### config.mk
export PLATFORM = sky130hd
export DESIGN_NAME = coherence_bus_arbiter
export DESIGN_NICKNAME = d
export VERILOG_FILES = /design/src/rtl/coherence_bus_arbiter_pkg.sv /design/src/rtl/coherence_bus_arbiter_rr_arbiter2.sv /design/src/rtl/coherence_bus_arbiter.sv
export SDC_FILE = /design/constraint.sdc
export NUM_CORES = 1
export LEC_CHECK = 0
export CAP_MARGIN = 40
export CORE_MARGIN = 2
export CORE_UTILIZATION = 41
export DETAILED_ROUTE_END_ITERATION = 7
export PLACE_DENSITY = 0.79
export SYNTH_ARGS = -nofsm -noshare
export SYNTH_HDL_FRONTEND = slang
export SYNTH_SLANG_ARGS = --single-unit
### constraint.sdc
create_clock -name clk -period 1.82 [get_ports clk]
set_input_delay 0.273 -clock clk [delete_from_list [all_inputs] [get_ports clk]]
set_output_delay 0.273 -clock clk [all_outputs]
set_load 0.1 [all_outputs]
### src/rtl/coherence_bus_arbiter_pkg.sv
// Purpose : shared types for the dual-core coherence bus arbiter.
// Latency : n/a (types and a pure helper function only).
// Backpr. : n/a.
package coherence_bus_arbiter_pkg;

  typedef enum logic [1:0] {
    NONE     = 2'b00,
    BUS_RD   = 2'b01,
    BUS_RDX  = 2'b10,
    BUS_UPGR = 2'b11
  } bus_op_t;

  typedef enum logic [1:0] {
    DSEL_NONE  = 2'b00,
    DSEL_MEM   = 2'b01,
    DSEL_OTHER = 2'b10
  } datasel_t;

  typedef enum logic [1:0] {
    IDLE  = 2'b00,
    SNOOP = 2'b01,
    RESP  = 2'b10,
    HOLD  = 2'b11
  } arb_state_t;

  // Invalidate outranks write miss, which outranks read miss.
  function automatic bus_op_t op_select(input logic rd, input logic wr, input logic inv);
    if (inv)      return BUS_UPGR;
    else if (wr)  return BUS_RDX;
    else if (rd)  return BUS_RD;
    else          return NONE;
  endfunction

endpackage

### src/rtl/coherence_bus_arbiter_rr_arbiter2.sv
// Purpose : 2-way round-robin winner select plus the last_grant history bit.
// Latency : winner is combinational from req; last_grant updates on the edge after update.
// Backpr. : none; the loser simply keeps requesting until it wins.
// Ports   : clk, rst, req[1:0], update/update_id (commit a finished grant),
//           any_req, winner (CPU id to grant).
module rr_arbiter2 (
  input  logic       clk,
  input  logic       rst,
  input  logic [1:0] req,
  input  logic       update,
  input  logic       update_id,
  output logic       any_req,
  output logic       winner
);

  logic last_grant;

  always_comb begin
    any_req = |req;
    winner  = 1'b0;
    case (req)
      2'b01:   winner = 1'b0;
      2'b10:   winner = 1'b1;
      2'b11:   winner = ~last_grant;  // tie goes to whoever did not win last
      default: winner = 1'b0;
    endcase
  end

  // Reset to 1 so that CPU0 takes the first tie.
  always_ff @(posedge clk) begin
    if (rst)         last_grant <= 1'b1;
    else if (update) last_grant <= update_id;
  end

endmodule

### src/rtl/coherence_bus_arbiter.sv
// Purpose : arbitrates read-miss / write-miss / invalidate from two CPUs, snoops the other
//           CPU, and reports the data source (other CPU or memory) to the requester.
// Latency : grant 1 cycle after request; snoop 1..SNOOP_WAIT cycles; RESP 1 cycle; HOLD until req drops.
// Backpr. : one transaction in flight; the other CPU's request waits (never dropped) until HOLD ends.
// Ports   : read_miss/write_miss/invalidate[2], BICO0/1 addresses, cpu_search_found[2] and
//           send_other_proc_data0/1 snoop replies in; grant, cpu_dmem_permission, cpu_search,
//           BOCI {op,addr}, cpu_datasel0/1, invalidate_from_other_cpu, other_proc_data0/1 out.
module coherence_bus_arbiter
  import coherence_bus_arbiter_pkg::*;
#(
  parameter int SNOOP_WAIT = 4,
  parameter int ADDR_W     = 11
) (
  input  logic              clk,
  input  logic              rst,
  input  logic [1:0]        read_miss,
  input  logic [1:0]        write_miss,
  input  logic [1:0]        invalidate,
  input  logic [ADDR_W-1:0] BICO0,
  input  logic [ADDR_W-1:0] BICO1,
  input  logic [1:0]        cpu_search_found,
  input  logic [15:0]       send_other_proc_data0,
  input  logic [15:0]       send_other_proc_data1,
  output logic [1:0]        grant,
  output logic [1:0]        cpu_dmem_permission,
  output logic [1:0]        cpu_search,
  output logic [ADDR_W+1:0] BOCI,
  output logic [1:0]        cpu_datasel0,
  output logic [1:0]        cpu_datasel1,
  output logic [1:0]        invalidate_from_other_cpu,
  output logic [15:0]       other_proc_data0,
  output logic [15:0]       other_proc_data1
);

  localparam logic [3:0] WAIT_LAST = 4'(SNOOP_WAIT - 1);

  arb_state_t state;
  bus_op_t    op;
  logic       w;          // granted CPU id
  logic [3:0] counter;

  logic [1:0]        req;
  logic              any_req;
  logic              win;
  logic              release_now;
  bus_op_t           sel_op;
  logic [ADDR_W-1:0] sel_addr;
  logic              found_other;
  logic [15:0]       other_data;
  datasel_t          resp_dsel;

  assign req = read_miss | write_miss | invalidate;

  // HOLD ends when the granted CPU drops all of its request flags.
  assign release_now = (state == HOLD) && !req[w];

  rr_arbiter2 u_rr (
    .clk       (clk),
    .rst       (rst),
    .req       (req),
    .update    (release_now),
    .update_id (w),
    .any_req   (any_req),
    .winner    (win)
  );

  always_comb begin
    sel_op      = op_select(read_miss[win], write_miss[win], invalidate[win]);
    sel_addr    = win ? BICO1 : BICO0;
    // Only the non-requesting CPU's snoop reply counts.
    found_other = w ? cpu_search_found[0] : cpu_search_found[1];
    other_data  = w ? send_other_proc_data0 : send_other_proc_data1;
    if (op == BUS_UPGR)  resp_dsel = DSEL_NONE;
    else if (found_other) resp_dsel = DSEL_OTHER;
    else                  resp_dsel = DSEL_MEM;
  end

  assign cpu_dmem_permission = grant;

  always_ff @(posedge clk) begin
    if (rst) begin
      state                     <= IDLE;
      op                        <= NONE;
      w                         <= 1'b0;
      counter                   <= '0;
      grant                     <= '0;
      cpu_search                <= '0;
      BOCI                      <= '0;
      cpu_datasel0              <= DSEL_NONE;
      cpu_datasel1              <= DSEL_NONE;
      invalidate_from_other_cpu <= '0;
      other_proc_data0          <= '0;
      other_proc_data1          <= '0;
    end else begin
      case (state)
        IDLE: begin
          if (any_req) begin
            w          <= win;
            op         <= sel_op;
            grant      <= win ? 2'b10 : 2'b01;
            cpu_search <= win ? 2'b01 : 2'b10;
            BOCI       <= {sel_op, sel_addr};
            counter    <= '0;
            state      <= SNOOP;
          end
        end

        SNOOP: begin
          counter <= counter + 4'd1;
          if (found_other || counter == WAIT_LAST) begin
            cpu_search <= '0;
            if (w) cpu_datasel1 <= resp_dsel;
            else   cpu_datasel0 <= resp_dsel;
            // Forward the snooped block only when the other CPU supplied it.
            if (found_other && op != BUS_UPGR) begin
              if (w) other_proc_data1 <= other_data;
              else   other_proc_data0 <= other_data;
            end
            // RDX and UPGR both take exclusive ownership: kill the other copy.
            if (op != BUS_RD)
              invalidate_from_other_cpu <= w ? 2'b01 : 2'b10;
            state <= RESP;
          end
        end

        RESP: begin
          invalidate_from_other_cpu <= '0;
          state                     <= HOLD;
        end

        HOLD: begin
          if (release_now) begin
            grant            <= '0;
            BOCI             <= '0;
            cpu_datasel0     <= DSEL_NONE;
            cpu_datasel1     <= DSEL_NONE;
            other_proc_data0 <= '0;
            other_proc_data1 <= '0;
            state            <= IDLE;
          end
        end

        default: state <= IDLE;
      endcase
    end
  end

endmodule

==> run summary <==
Wirelength per Cell - 15.8 µm
# hold bufs at CTS - 0
slowest cell on the critical path - or4b_4
status - completed
clock tree from TritonCTS - yes
total number of vias - 3113
Ports - 121
syn nets - 408
crit path kind - reg2reg
area leader, netlist - dfxtp_1
DRT Pass-1 Iters - 4
Startpoint Class - flip-flop
Async SR Flop Fraction - 0
hpwl dp - 6990 µm
Syn Inst Count - 339
1st-iter DRT viols - 152
Max clock buf depth - 2
final setup violation count - 0
P&R area growth vs syn - 52.7%
WP depth - 7
Min Hold Slack - 0.464 ns
die area - 8900 µm²
# Max-Cap Violations - 0
initial antenna violation count - 0
first-pass GRT wire length - 14900 µm
final wirelength - 9310 µm
Static Leak - 2.29 nW
CP Data Required Time - 2.10 ns
worst-margin pin slew - 0.604 ns
Post-synth EDFFs - 0
fillers - 592
fin nets - 552
Slew Viols, Final - 0
worst skew pair latency - 0.35 ns
# clock sinks - 65
WP buf/inv - 2
power density cells - 1660 nW/µm²
FF-to-FF path depth - 7
share of layout cells above drive strength 1 - 0.342
RSZ-0062 raised after global routing - no
final critical-path share of the clock period - 0.963
routability cong. - 0.852
HP Start - other_proc_data0[1]
crit end category - flip-flop
post-synth top area share - 0.389
gr ovfl total - 0
Slew HR - 0.597
post-synth cell types - 60
max frequency - 0.571 GHz
Syn. warnings - 0
crit-path cells - inv_4 -> ha_4 -> or4b_4 -> a221oi_4 -> buf_6 -> a211oi_1 -> nor2_1
reg2reg end - cpu_dmem_permission[0]
root buf cell - clkbuf_8
initial core utilization - 0.429
GR Util All Layers - 0.212
Tmin final - 1.75 ns
Tot Pwr - 0.00850 W
diode count - 0
register clock-pin slew on the reported worst setup and hold paths - 0.08 ns
worst-case clock skew - 0.00736 ns
Critical Path AT - 2.04 ns
Routed Antenna Nets - 0
via density per instance - 5.28
slowest cell delay on critical path - 0.50 ns
Avg Cell Area, Syn - 9.87 µm²
Worst Path Max Fanout - 4
internal reg-to-reg setup slack - 0.07 ns
main flop type after synthesis - dfxtp_1
vias in the first global route - 3043
worst r2r src - state[0]
DIE HEIGHT - 94.4 µm
htree depth - 3
HP Class - reg2reg
CTS buffer count - 9
FP Rows - 32
part of the Yosys area used for sequential elements - 0.389
worst hold stages - 2
Synth Cell Area - 3350 µm²
pre-CTS setup slack - -0.259 ns
Fin. Hold Viols - 0
Worst VDD drop - 1.34 mV
Synth area leaders - dfxtp_1 39%, mux2i_1 14%, nand2_1 7.3%
pin count of the biggest net entering global routing - 40
DRC Markers - 0
Top Family by Delay on Critical Path - simple AND/OR/NAND/NOR gates
Worst Hold End - other_proc_data0[1]
die width - 94.4 µm
final setup margin - 0.0674 ns
Port Buffers - 120
Placeable Area - 7810 µm²
synth cell count leaders - 65 x dfxtp_1, 65 x nand2_1, 48 x mux2i_1
Critical Path Start - state[0]
flops & latches, synth - 65
state kept, by name (all words and copies together), names as in the netlist:
register and count:
op 2, cpu_dmem_permission 2, w 1, other_proc_data0 16, invalidate_from_other_cpu 2, other_proc_data1 16
counter 4, cpu_datasel1 2, BOCI 13, cpu_search 2, state 2, cpu_datasel0 2
u_rr.last_grant 1
metrics by stage:
step                      instance area [µm²]  utilization  instances  TNS, ns
after floorplan                          3350            -        339        0
after global placement                   4740        0.608        573    -7.20
after detailed placement                 4740        0.608        573   -10.44
after CTS                                5040        0.646        590        0
after global routing                     5110        0.655        590        0
final                                    5110        0.655        590        0
layer usage:
metal	vias to the layer above	wire length, µm	global-route usage
met5	-	0	0
met3	16	569	0.0471
met2	112	4740	0.360
met4	0	166	0.0773
met1	1474	3830	0.265
li1	1511	-	-
logic make-up (layout without fill, tap and decap cells):
group,after synthesis,in the layout,share of synthesized area
adders and majority gates,5,5,0.0187
AOI/OAI and AO/OA,61,62,0.172
buffers and inverters,34,182,0.0613
and+or+nand+nor,108,108,0.152
muxes,66,66,0.207
DFF,65,65,0.389
layout make-up:
| type | count | area [µm²] | share of cell area |
|---|---|---|---|
| Multi-Input combinational cell | 241 | 1940 | 0.380 |
| Timing Repair Buffer | 155 | 1440 | 0.281 |
| Sequential cell | 65 | 1310 | 0.256 |
| Tap cell | 102 | 128 | 0.0250 |
| Clock inverter | 7 | 126 | 0.0247 |
| Clock buffer | 9 | 124 | 0.0242 |
| Inverter | 11 | 43.8 | 0.00857 |
where the power goes:
part	switching, W	total, W	internal, W
Sequential	0.000281	0.00207	0.00179
Combinational	0.00341	0.00489	0.00148
Clock	0.000616	0.00154	0.000926
timing repair:
| item | CTS | global route |
|---|---|---|
| pin swaps | 2 | 6 |
| endpoints found under the setup margin | 14 | 33 |
| gates resized for setup | 9 | 18 |
| setup buffers | 0 | 0 |
| cloned | 1 | 0 |
cell usage in the layout (no fill, tap or decap), types with 3 or more instances in the layout:
cell	netlist	routed
o21ai_0	5	5
ha_1	5	3
mux2i_1	48	48
a311oi_1	3	3
o2bb2ai_2	10	10
a21oi_1	9	9
nor2_1	12	10
nand2_1	65	64
o211ai_1	3	3
nor3_1	3	3
buf_4	4	82
inv_1	10	8
clkdlybuf4s50_1	0	63
clkbuf_8	0	9
a32oi_1	3	3
bufinv_16	0	3
mux2_2	16	16
nand3_1	8	8
buf_12	1	9
dfxtp_1	65	62
nor2b_1	3	3
worst reg2reg max path, delay by kind of cell (launching register included):
family          cells  cell delay (ns)
compound gates      2             0.36
simple gates        2             0.62
flops               1             0.37
fa+ha+maj           1             0.14
buf+inv             2             0.20
worst max-delay path by stage:
stage / endpoint / slack (ns)
6_report: cpu_dmem_permission[0] / 0.07
5_1_grt: BOCI[12] / 0.006
4_1_cts: cpu_datasel0[1] / 0.02
3_5_place_dp: BOCI[1] / -0.26
3_3_place_gp: op[0] / -0.20
2_1_floorplan: other_proc_data1[10] / 0.04
Power figures use the tool's default switching activity.
